**config.mk**
```make
export PLATFORM = sky130hd
export DESIGN_NAME = fetch_queue
export DESIGN_NICKNAME = d
export VERILOG_FILES = /design/src/rtl/fetch_queue.sv
export SDC_FILE = /design/constraint.sdc
export NUM_CORES = 1
export LEC_CHECK = 0
export ABC_AREA = 1
export CAP_MARGIN = 40
export CORE_MARGIN = 3
export CORE_UTILIZATION = 40
export DETAILED_ROUTE_END_ITERATION = 16
export GPL_TIMING_DRIVEN = 0
export PLACE_DENSITY = 0.58
export SKIP_CTS_REPAIR_TIMING = 1
export SYNTH_ARGS = -nofsm -noshare
export SYNTH_HDL_FRONTEND = slang
export SYNTH_SLANG_ARGS = --single-unit
```
**constraint.sdc**
```tcl
create_clock -name clk -period 6.4 [get_ports clk]
set_input_delay 1.28 -clock clk [delete_from_list [all_inputs] [get_ports clk]]
set_output_delay 1.28 -clock clk [all_outputs]
set_load 0.1 [all_outputs]
```
**src/rtl/fetch_queue.sv**
```systemverilog
// Instruction fetch front end: issues one memory request at a time and
// buffers returned instruction words, with their PCs, in a small
// first-word-fall-through queue. A redirect flushes the queue and restarts
// fetch from a new address. Any response still outstanding at that point is
// squashed rather than pushed.
module fetch_queue #(
    parameter int unsigned QUEUE_DEPTH = 4,
    parameter logic [31:0] RESET_PC    = 32'h0000_0000
) (
    input  logic        clk,
    input  logic        rst_n,
    output logic        mem_inst_start,
    input  logic        mem_inst_ready,
    output logic [31:0] mem_i_addr,
    input  logic [31:0] mem_inst,
    input  logic        mem_inst_valid,
    input  logic        redirect,
    input  logic [31:0] redirect_pc,
    output logic        out_valid,
    output logic [31:0] out_pc,
    output logic [31:0] out_inst,
    input  logic        out_ready
);

    localparam int unsigned PTR_W = (QUEUE_DEPTH > 1) ? $clog2(QUEUE_DEPTH) : 1;
    localparam int unsigned CNT_W = $clog2(QUEUE_DEPTH + 1);
    localparam logic [CNT_W-1:0] DEPTH_CNT = CNT_W'(QUEUE_DEPTH);

    // IDLE: nothing outstanding, WAIT: live request, DROP: squashed request
    typedef enum logic [1:0] {
        IDLE = 2'd0,
        WAIT = 2'd1,
        DROP = 2'd2
    } state_t;

    state_t             state;
    logic [31:0]        fetch_pc;
    logic [CNT_W-1:0]   count;
    logic [PTR_W-1:0]   head;
    logic [PTR_W-1:0]   tail;
    logic [31:0]        pc_buf   [QUEUE_DEPTH];
    logic [31:0]        inst_buf [QUEUE_DEPTH];
    logic               push;
    logic               pop;

    // A request may only go out when nothing is in flight and there is
    // guaranteed room for its response, so a push can never hit a full queue.
    // Held low while reset is asserted.
    assign mem_inst_start = rst_n && (state == IDLE) && mem_inst_ready &&
                            (count < DEPTH_CNT) && !redirect;
    assign mem_i_addr     = fetch_pc;

    assign push      = (state == WAIT) && mem_inst_valid && !redirect;
    assign pop       = out_valid && out_ready && !redirect;

    assign out_valid = (count != '0);
    assign out_pc    = out_valid ? pc_buf[head]   : 32'h0;
    assign out_inst  = out_valid ? inst_buf[head] : 32'h0;

    // Request tracking FSM: at most one request is ever outstanding
    always_ff @(posedge clk or negedge rst_n) begin
        if (!rst_n) begin
            state <= IDLE;
        end else begin
            case (state)
                IDLE: begin
                    if (mem_inst_start)
                        state <= WAIT;
                end
                WAIT: begin
                    if (mem_inst_valid)
                        state <= IDLE;
                    else if (redirect)
                        state <= DROP;
                end
                DROP: begin
                    if (mem_inst_valid)
                        state <= IDLE;
                end
                default: state <= IDLE;
            endcase
        end
    end

    // Fetch address: jumps on redirect, otherwise advances by one word per accepted response
    always_ff @(posedge clk or negedge rst_n) begin
        if (!rst_n)
            fetch_pc <= RESET_PC;
        else if (redirect)
            fetch_pc <= redirect_pc;
        else if (push)
            fetch_pc <= fetch_pc + 32'd4;
    end

    // Queue pointers and occupancy; a redirect empties the queue outright
    always_ff @(posedge clk or negedge rst_n) begin
        if (!rst_n) begin
            count <= '0;
            head  <= '0;
            tail  <= '0;
        end else if (redirect) begin
            count <= '0;
            head  <= '0;
            tail  <= '0;
        end else begin
            if (push)
                tail <= tail + PTR_W'(1);
            if (pop)
                head <= head + PTR_W'(1);
            case ({push, pop})
                2'b10:   count <= count + CNT_W'(1);
                2'b01:   count <= count - CNT_W'(1);
                default: count <= count;
            endcase
        end
    end

    // Entry storage needs no reset because count masks stale contents
    always_ff @(posedge clk) begin
        if (push) begin
            pc_buf[tail]   <= fetch_pc;
            inst_buf[tail] <= mem_inst;
        end
    end

endmodule

```
# ---- Yosys cells after proc, flatten, opt, wreduce, memory -nomap -nowiden
# Memory sizes are Yosys's and may differ from the RTL's.
# Cells that the tools add are included.
dict set report word_totals {
  reg_bits 41
  latchBits 0
  mem_bits_rw 256
  rom_bits 0
  memories 2
}
# name depth width read_ports rd_clocked_by_memory_dff write_ports line
set mem_list {}
lappend mem_list {inst_buf 4 32 1 0 1 42} ;# logic [31:0] inst_buf [QUEUE_DEPTH];
lappend mem_list {pc_buf 4 32 1 0 1 41} ;# logic [31:0] pc_buf [QUEUE_DEPTH];
dict set report op_classes {
  add_sub_neg 5
  n_mul 0
  div_mod_pow 0
  order_cmp 1
  eq_ne 7
  shifts 0
  mux 17
  n_bitwise 0
  n_reduce_logical 15
}
# cell n
set ops {}
lappend ops {{$mux W32} 4}
lappend ops {{$add A32 B3 Y32 const B} 1}
lappend ops {{$mux W2} 8}
lappend ops {{$logic_and A1 B1 Y1} 8}
lappend ops {{$pmux W2 S3} 1}
lappend ops {{$pmux W3 S2} 1}
lappend ops {{$reduce_bool A3 Y1} 2}
lappend ops {{$add A2 B1 Y2 const B} 2}
lappend ops {{$eq A2 B1 Y1 const B} 2}
lappend ops {{$eq A2 B2 Y1 const B} 2}
lappend ops {{$ne A2 B2 Y1 const B} 2}
lappend ops {{$reduce_bool A2 Y1} 2}
lappend ops {{$add A3 B1 Y3 const B} 1}
lappend ops {{$lt A3 B3 Y1 const B} 1}
lappend ops {{$mux W3} 1}
lappend ops {{$ne A3 B3 Y1 const B} 1}
lappend ops {{$reduce_and A3 Y1} 1}
lappend ops {{$sub A3 B1 Y3 const B} 1}
lappend ops {{$logic_not A2 Y1} 1}
lappend ops {{$mux W1} 2}
lappend ops {{$logic_not A1 Y1} 1}

# ---- Logic depth before layout (Yosys ltp)
# Gate-level depths: netlist of run 1.
dict set report depth {
  ltp_word 7
  mapped_depth 12
  depth_no_buf 12
}

# ---- Worst setup path before layout of run 1
# Ideal clock, no wire load.
dict set report synth_timing {
  kind {input -> register}
  from {input redirect}
  to {memory inst_buf[0][0], enable pin}
  arrival_time_ps 4477
  required_ps 5914
  slack_ps 1437
  cell_stages 5
  path_buffers 2
  cell_sequence {buf_2 -> nor2_2 -> buf_4 -> inv_1 -> nor2_1}
}
dict set report synth_between {
  elab_chain_cells 4
}
# item line
set synth_rtl {}
lappend synth_rtl {{start, declared} 17} ;# input logic redirect,
lappend synth_rtl {{$logic_not A1 Y1} 53} ;# assign push = (state == WAIT) && mem_inst_valid && !redirect;
lappend synth_rtl {{$logic_and A1 B1 Y1} 53}
lappend synth_rtl {{$mux W1} 120} ;# if (push) begin
lappend synth_rtl {{$mux W1 (implied by the code)} 122} ;# inst_buf[tail] <= mem_inst;
lappend synth_rtl {{end, declared} 42}
# No other way between the ends.

# ---- Final worst setup path of run 1
dict set report layout_timing {
  from {input rst_n}
  to {output mem_inst_start}
}
dict set report layout_between {
  elab_chain_cells 4
}
# item line
set layout_rtl {}
lappend layout_rtl {{start, declared} 11} ;# input logic rst_n,
lappend layout_rtl {{$logic_and A1 B1 Y1 (3 in series)} 49} ;# assign mem_inst_start = rst_n && (state == IDLE) && mem_inst_ready &&
lappend layout_rtl {{$logic_and A1 B1 Y1} 50} ;# (count < DEPTH_CNT) && !redirect;
lappend layout_rtl {{end, declared} 12} ;# output logic mem_inst_start,
# No other way between the ends.

==> results.toml, run 1 <==
[detailed_routing]
finalWirelength_um = 34200
wl_met3_um = 1800
drc = 0
top_layer = "met4"
viasPerCell = 5.01
via_count = 9619
dr_wl_met2_um = 16400
avgRoutedWirePerCell_um = 17.8
wl_met1_um = 15400
ant_nets = 0
drtIter0Drc = 682
first_pass_iters = 5

[setup_path]
worst_setup_path_end_kind = "primary output"
crit_path_cell_trace = "buf_2 -> buf_12 -> nand2_1 -> nor4_2 -> clkdlybuf4s50_1 -> buf_8"
worst-path-buf-inv = 4
worstPathRequired_ns = 5.12
crit_cells = 6
critPathSlowestCell = "clkdlybuf4s50_1"
path_delay_family = "buffers and inverters"
cp_max_fo = 33
crit_arrival_ns = 2.99
cp-start-kind = "input port"
critical_path.max_stage_delay_ns = 0.59
critPathKind = "input port to primary output"
rr_worst_depth = 7

[cts]
clockBufferDepth = 3
cts_tree = "yes"
clkSinkCount = 297
clkTransAtPathRegs_ns = 0.06
numCtsBuffers = 34
clk_latency_ns = 0.50
cts_max_level = 2
cts_root_buf = "clkbuf_16"

[power]
p_comb_frac = 0.504
switching_share = 0.433
p_leak_uw = 0.00667
p_clk_frac = 0.227
power_frac_seq = 0.269
p_total_uw = 8440
ir_drop_uv = 247
internal-power_uw = 4780
p_switching_uw = 3660
powerDensity_nw_per_um2 = 471

[synthesis]
ys_ff_latch = 297
synth_area_um2 = 12700
synth_commonest_cells = "nor2_1, edfxtp_1, nand2_1"
yosys_most_used_dff = "edfxtp_1"
netlist_instances = 1191
synth_edf_count = 256
yosysTopAreaCell = "edfxtp_1"
postSynthNetCount = 1267
ys_seq_area_frac = 0.686
synth_most_common_cell = "nor2_1"
synthTopCellsByArea = "edfxtp_1, nor2_1, dfrtp_1, o21ai_0, nand2_1"
async_flop_share = 0.138
ys_types = 31
synth_top_cell_area_share = 0.605
yosysWarnings = 0
synth_area_per_cell_um2 = 10.7

[layout]
nets = 1577
antenna_cells = 0
final_cells = 1920
drive_gt1_frac = 0.142
fillers = 2571
area.growth.synth_to_final_pct = 41.0

[sta]
max_freq_mhz = 234
fin_crit_sh = 0.667
drv_slew = 0
fin_worst_skew_ns = 0.0134
rsz0062_at_grt = "no"
hold_viol_final = 0
max_slew_margin = 0.508
setup_violations = 0
tightest_slew_ns = 0.738
fin_crit_ns = 4.27
timing.setup.tns_ns = 0

[hold_path]
whs_path_depth = 2
hp-class = "flop to flop"

[floorplan]
die_w_um = 184
coreArea_um2 = 30900
ios = 168
num_rows = 64
die_h_um = 184
start_util = 0.411
die_area_um2 = 33900

[placement]
io_buffers = 166
place_hpwl_um = 23200
placed_cells = 1861
gp_congestion = 0.833

[run_status]
status = "completed"

[global_route]
overflow = 0
track_usage = 0.201
grt_pass1_wl_um = 52900
grt_pass1_vias = 9407
grt_max_degree = 34
antenna_found_initial = 0

[run]
max_cap_violations = 0
## kinds of logic after synthesis
kind of cell,synth area share
DFF,0.686
AOI/OAI and AO/OA,0.0901
buffers and inverters,0.0359
adders and majority gates,0.00650
and+or+nand+nor,0.174
xor gates and xnor gates,0.00759
## power by group through the flow
| stage | clock network (uW) | logic (uW) | registers (uW) |
|---|---|---|---|
| 3_3_place_gp | 0 | 3350 | 2300 |
| 3_5_place_dp | 0 | 4290 | 2300 |
| 2_1_floorplan | 0 | 2300 | 2460 |
| 5_1_grt | 2040 | 4440 | 2270 |
| 6_report | 1910 | 4260 | 2270 |
| 4_1_cts | 1940 | 4300 | 2270 |
## worst paths after layout
check                          from              end  slack (ns)
setup / recovery              rst_n   mem_inst_start        2.13
hold / removal             count[2]         count[2]        0.53
setup reg to reg           state[1]  inst_buf[3][16]        3.93
hold reg to reg            count[2]         count[2]        0.53
max in group asynchronous     rst_n          head[0]        5.26
min in group asynchronous     rst_n   mem_i_addr[26]        0.65
## layer usage
metal	global-route usage	vias up
met5	0	-
met4	0.0490	0
met3	0.0310	45
met2	0.332	299
met1	0.283	4600
li1	-	4675
## tightest hold or removal path: cells and delay by family (launching register included)
kind	cells	cell delay, ns
AND/OR/NAND/NOR	2	0.12
flip-flops	1	0.38
## state kept, by name (all words and copies together) (netlist names)
signal      count
count           3
head            2
state           2
pc_buf        128
inst_buf      128
mem_i_addr     32
tail            2
## area by class of cell
cell class / count / area [um^2] / share of cell area
Sequential cell: 297 / 8710 / 0.487
Clock inverter: 20 / 185 / 0.0103
Tap cell: 396 / 495 / 0.0277
Timing Repair Buffer: 274 / 3560 / 0.199
Multi-Input combinational cell: 783 / 3560 / 0.199
Clock buffer: 39 / 933 / 0.0522
Inverter: 52 / 195 / 0.0109
Buffer: 59 / 260 / 0.0145
## metrics by stage
| stage | util | area, um^2 | hold slack (ns) | worst slack, ns |
|---|---|---|---|---|
| after detailed placement | 0.543 | 16800 | 0.521 | 2.12 |
| final | 0.579 | 17900 | 0.529 | 2.13 |
| after CTS | 0.579 | 17900 | 0.536 | 2.08 |
| after global placement | 0.481 | 14900 | 0.512 | -1.42 |
| after floorplan | - | 12700 | 0.490 | 1.44 |
| after global routing | 0.579 | 17900 | 0.584 | 1.98 |
## cells in the final DEF, fill, tap and decap left out, types with 9 or more instances in the layout
cell | netlist | final
nor2_1 | 322 | 318
edfxtp_1 | 256 | 256
clkdlybuf4s50_1 | 0 | 165
nand2_1 | 154 | 154
o21ai_0 | 143 | 143
buf_8 | 0 | 81
a21oi_1 | 71 | 71
inv_1 | 47 | 47
nand3_1 | 41 | 41
dfrtp_1 | 41 | 41
clkbuf_16 | 0 | 37
buf_2 | 25 | 26
clkbuf_1 | 18 | 20
buf_16 | 0 | 19
buf_1 | 14 | 14
nor2_4 | 5 | 9
(Power assumes the default switching activity.)
==> run 2, diff against run 1 <==
clock period = 4.05 ns   (was 6.4 ns; I/O delays follow)
==> results of run 2 <==
The final DEF is identical to that of run 1. Status: completed.
Among the figures that moved: setup slack after placement 2.12 ns -> 0.707 ns; setup slack after layout 2.13 ns -> 0.278 ns; hold slack 0.529 ns -> 0.177 ns; start point of the critical path rst_n -> head[0]; end point of the critical path mem_inst_start -> out_pc[15]; register-to-register setup slack 3.93 ns -> 1.58 ns; total power 8440 uW -> 13300 uW; worst IR drop on VDD 247 uV -> 390 uV
==> RTL edit (settings of run 2) <==
Change the parameter `QUEUE_DEPTH` from 4 to 8.
--- a/src/rtl/fetch_queue.sv
+++ b/src/rtl/fetch_queue.sv
@@ -4,7 +4,7 @@
 // fetch from a new address. Any response still outstanding at that point is
 // squashed rather than pushed.
 module fetch_queue #(
-    parameter int unsigned QUEUE_DEPTH = 4,
+    parameter int unsigned QUEUE_DEPTH = 8,
     parameter logic [31:0] RESET_PC    = 32'h0000_0000
 ) (
     input  logic        clk,
Check against the original RTL: no difference found for any inputs over 4 cycles, from zero or initial values and one cycle with rst_n low; that may be too few to reach the edited logic, so the function may still have changed.
==> RTL edit against run 2 <==
Area after synthesis is 80% higher. Global-route usage is 1.8 points higher. Sequential power is 86% higher. Setup slack worse by 0.20 ns. Sequential cell count is 259 higher. Combinational power is 68% higher. Clock skew hardly changed. Non-clock buffer count is 55 higher. Power is 72% higher. Design area is 65% higher. Wire length is 93% higher. Critical endpoint is now out_pc[2]. Largest cell class unchanged.
==> RTL edit: results (changes against run 2) <==
Worst Reg2Reg Path Length in Cells 9 (+2); fin nets 2304 (+46%); clock network area share 5.86% (-0.39 points); skew final 0.0130 ns (-0.000437 ns); Post-synth EDFFs 512 (+100%); Filler cells 4683 (+82%); status finished, final reports clean; Adder-Cell Fraction of Synth Area 0.274% (-0.38 points); Seq. pwr 6.66 mW (+86%); first-pass GRT wire length 99900 microns (+89%); part of the Yosys area used for sequential elements 72.1% (+3.5 points); Via density 5.38 (+7.4%); largest net degree at the start of global routing 33 (-2.9%); Worst IR Drop VDD 0.745 mV (+91%); Port Buffer Count 167 (+0.60%); synthesized instance count 1896 (+59%); Synth Area in Compound Gates 10.4% (+1.4 points); num sequential 556 (+87%); syn nets 1971 (+56%); Synth Area in XOR/XNOR 0.498% (-0.26 points); dpl cell area 27600 sq um (+65%); async set or reset register ratio after synthesis 7.91% (-5.9 points); sequential share of cell area 55.6% (+6.9 points); multi-input combinational area share 19.3% (-0.55 points); Signal inverters 59 (+13%); Area contributors post-synth edfxtp_1 67%, nor2_1 9.4%, o32ai_1 4.9%; latest clock arrival within the worst-skew pair 0.61 ns (+0.11 ns); total CTS buffers 57 (+68%); multi-input gates 1167 (+49%); Post-DP HPWL 43300 microns (+87%); Final Power 22.9 mW (+72%); P_clk 4.93 mW (+63%); CLK BUF 71 (+82%); Global Route Usage Sum 21.9% (+1.8 points); Signal buffers 388 (+17%); Yosys cell types 33 (+6.5%); Synth top cells by count 574 x nor2_1, 512 x edfxtp_1, 176 x o21ai_0; share of cells above drive strength 1 13.8% (-0.41 points); setup slack, reg-to-reg 0.88 ns (-0.70 ns); final wirelength 66200 microns (+93%); GPL Wtd Cong 0.863 (+3.7%); Cell Rows 86 (+34%); Sw Ratio 43.2% (-0.13 points); FF-to-FF End inst_buf[2][10]; post-placement cell count 2932 (+58%); Starting DRT DRC Count 1656 (+140%); worst-margin pin slew 0.862 ns (+0.124 ns); final hold slack 0.104 ns (-0.0731 ns); Area growth, synth to finish 29.7%; setup slack at placement 0.00213 ns (-0.704 ns)
RTL edit: metal layers:
metal | routed length [microns] | global-route usage, % | vias up
met5 | 0 | 0 | -
li1 | - | - | 7525
met3 | 4190 | 3.40 | 83
met2 | 32100 | 36.5 | 580
met1 | 28900 | 30.6 | 8083
met4 | 1080 | 4.65 | 0
RTL edit: worst max-delay path, cell delays in order, from the launching register on:
cell and delay (ns):
dfrtp_2 0.51, buf_12 0.20, inv_2 0.12, buf_6 0.22, buf_6 0.19, nor2_1 0.07, o32ai_2 0.15, o21ai_1 0.12
nor2_1 0.21, clkdlybuf4s50_1 0.55, buf_8 0.20
RTL edit: worst max-delay path by stage:
stage               depth (start not counted)  slack [ns]             end
global route                               10       -0.07    out_inst[11]
global placement                            6       -4.47  inst_buf[1][8]
detailed placement                          8       0.002  inst_buf[2][8]
finish                                     10        0.07       out_pc[2]
CTS                                        10       -0.57      out_pc[16]
floorplan                                   5       -0.55  inst_buf[0][0]
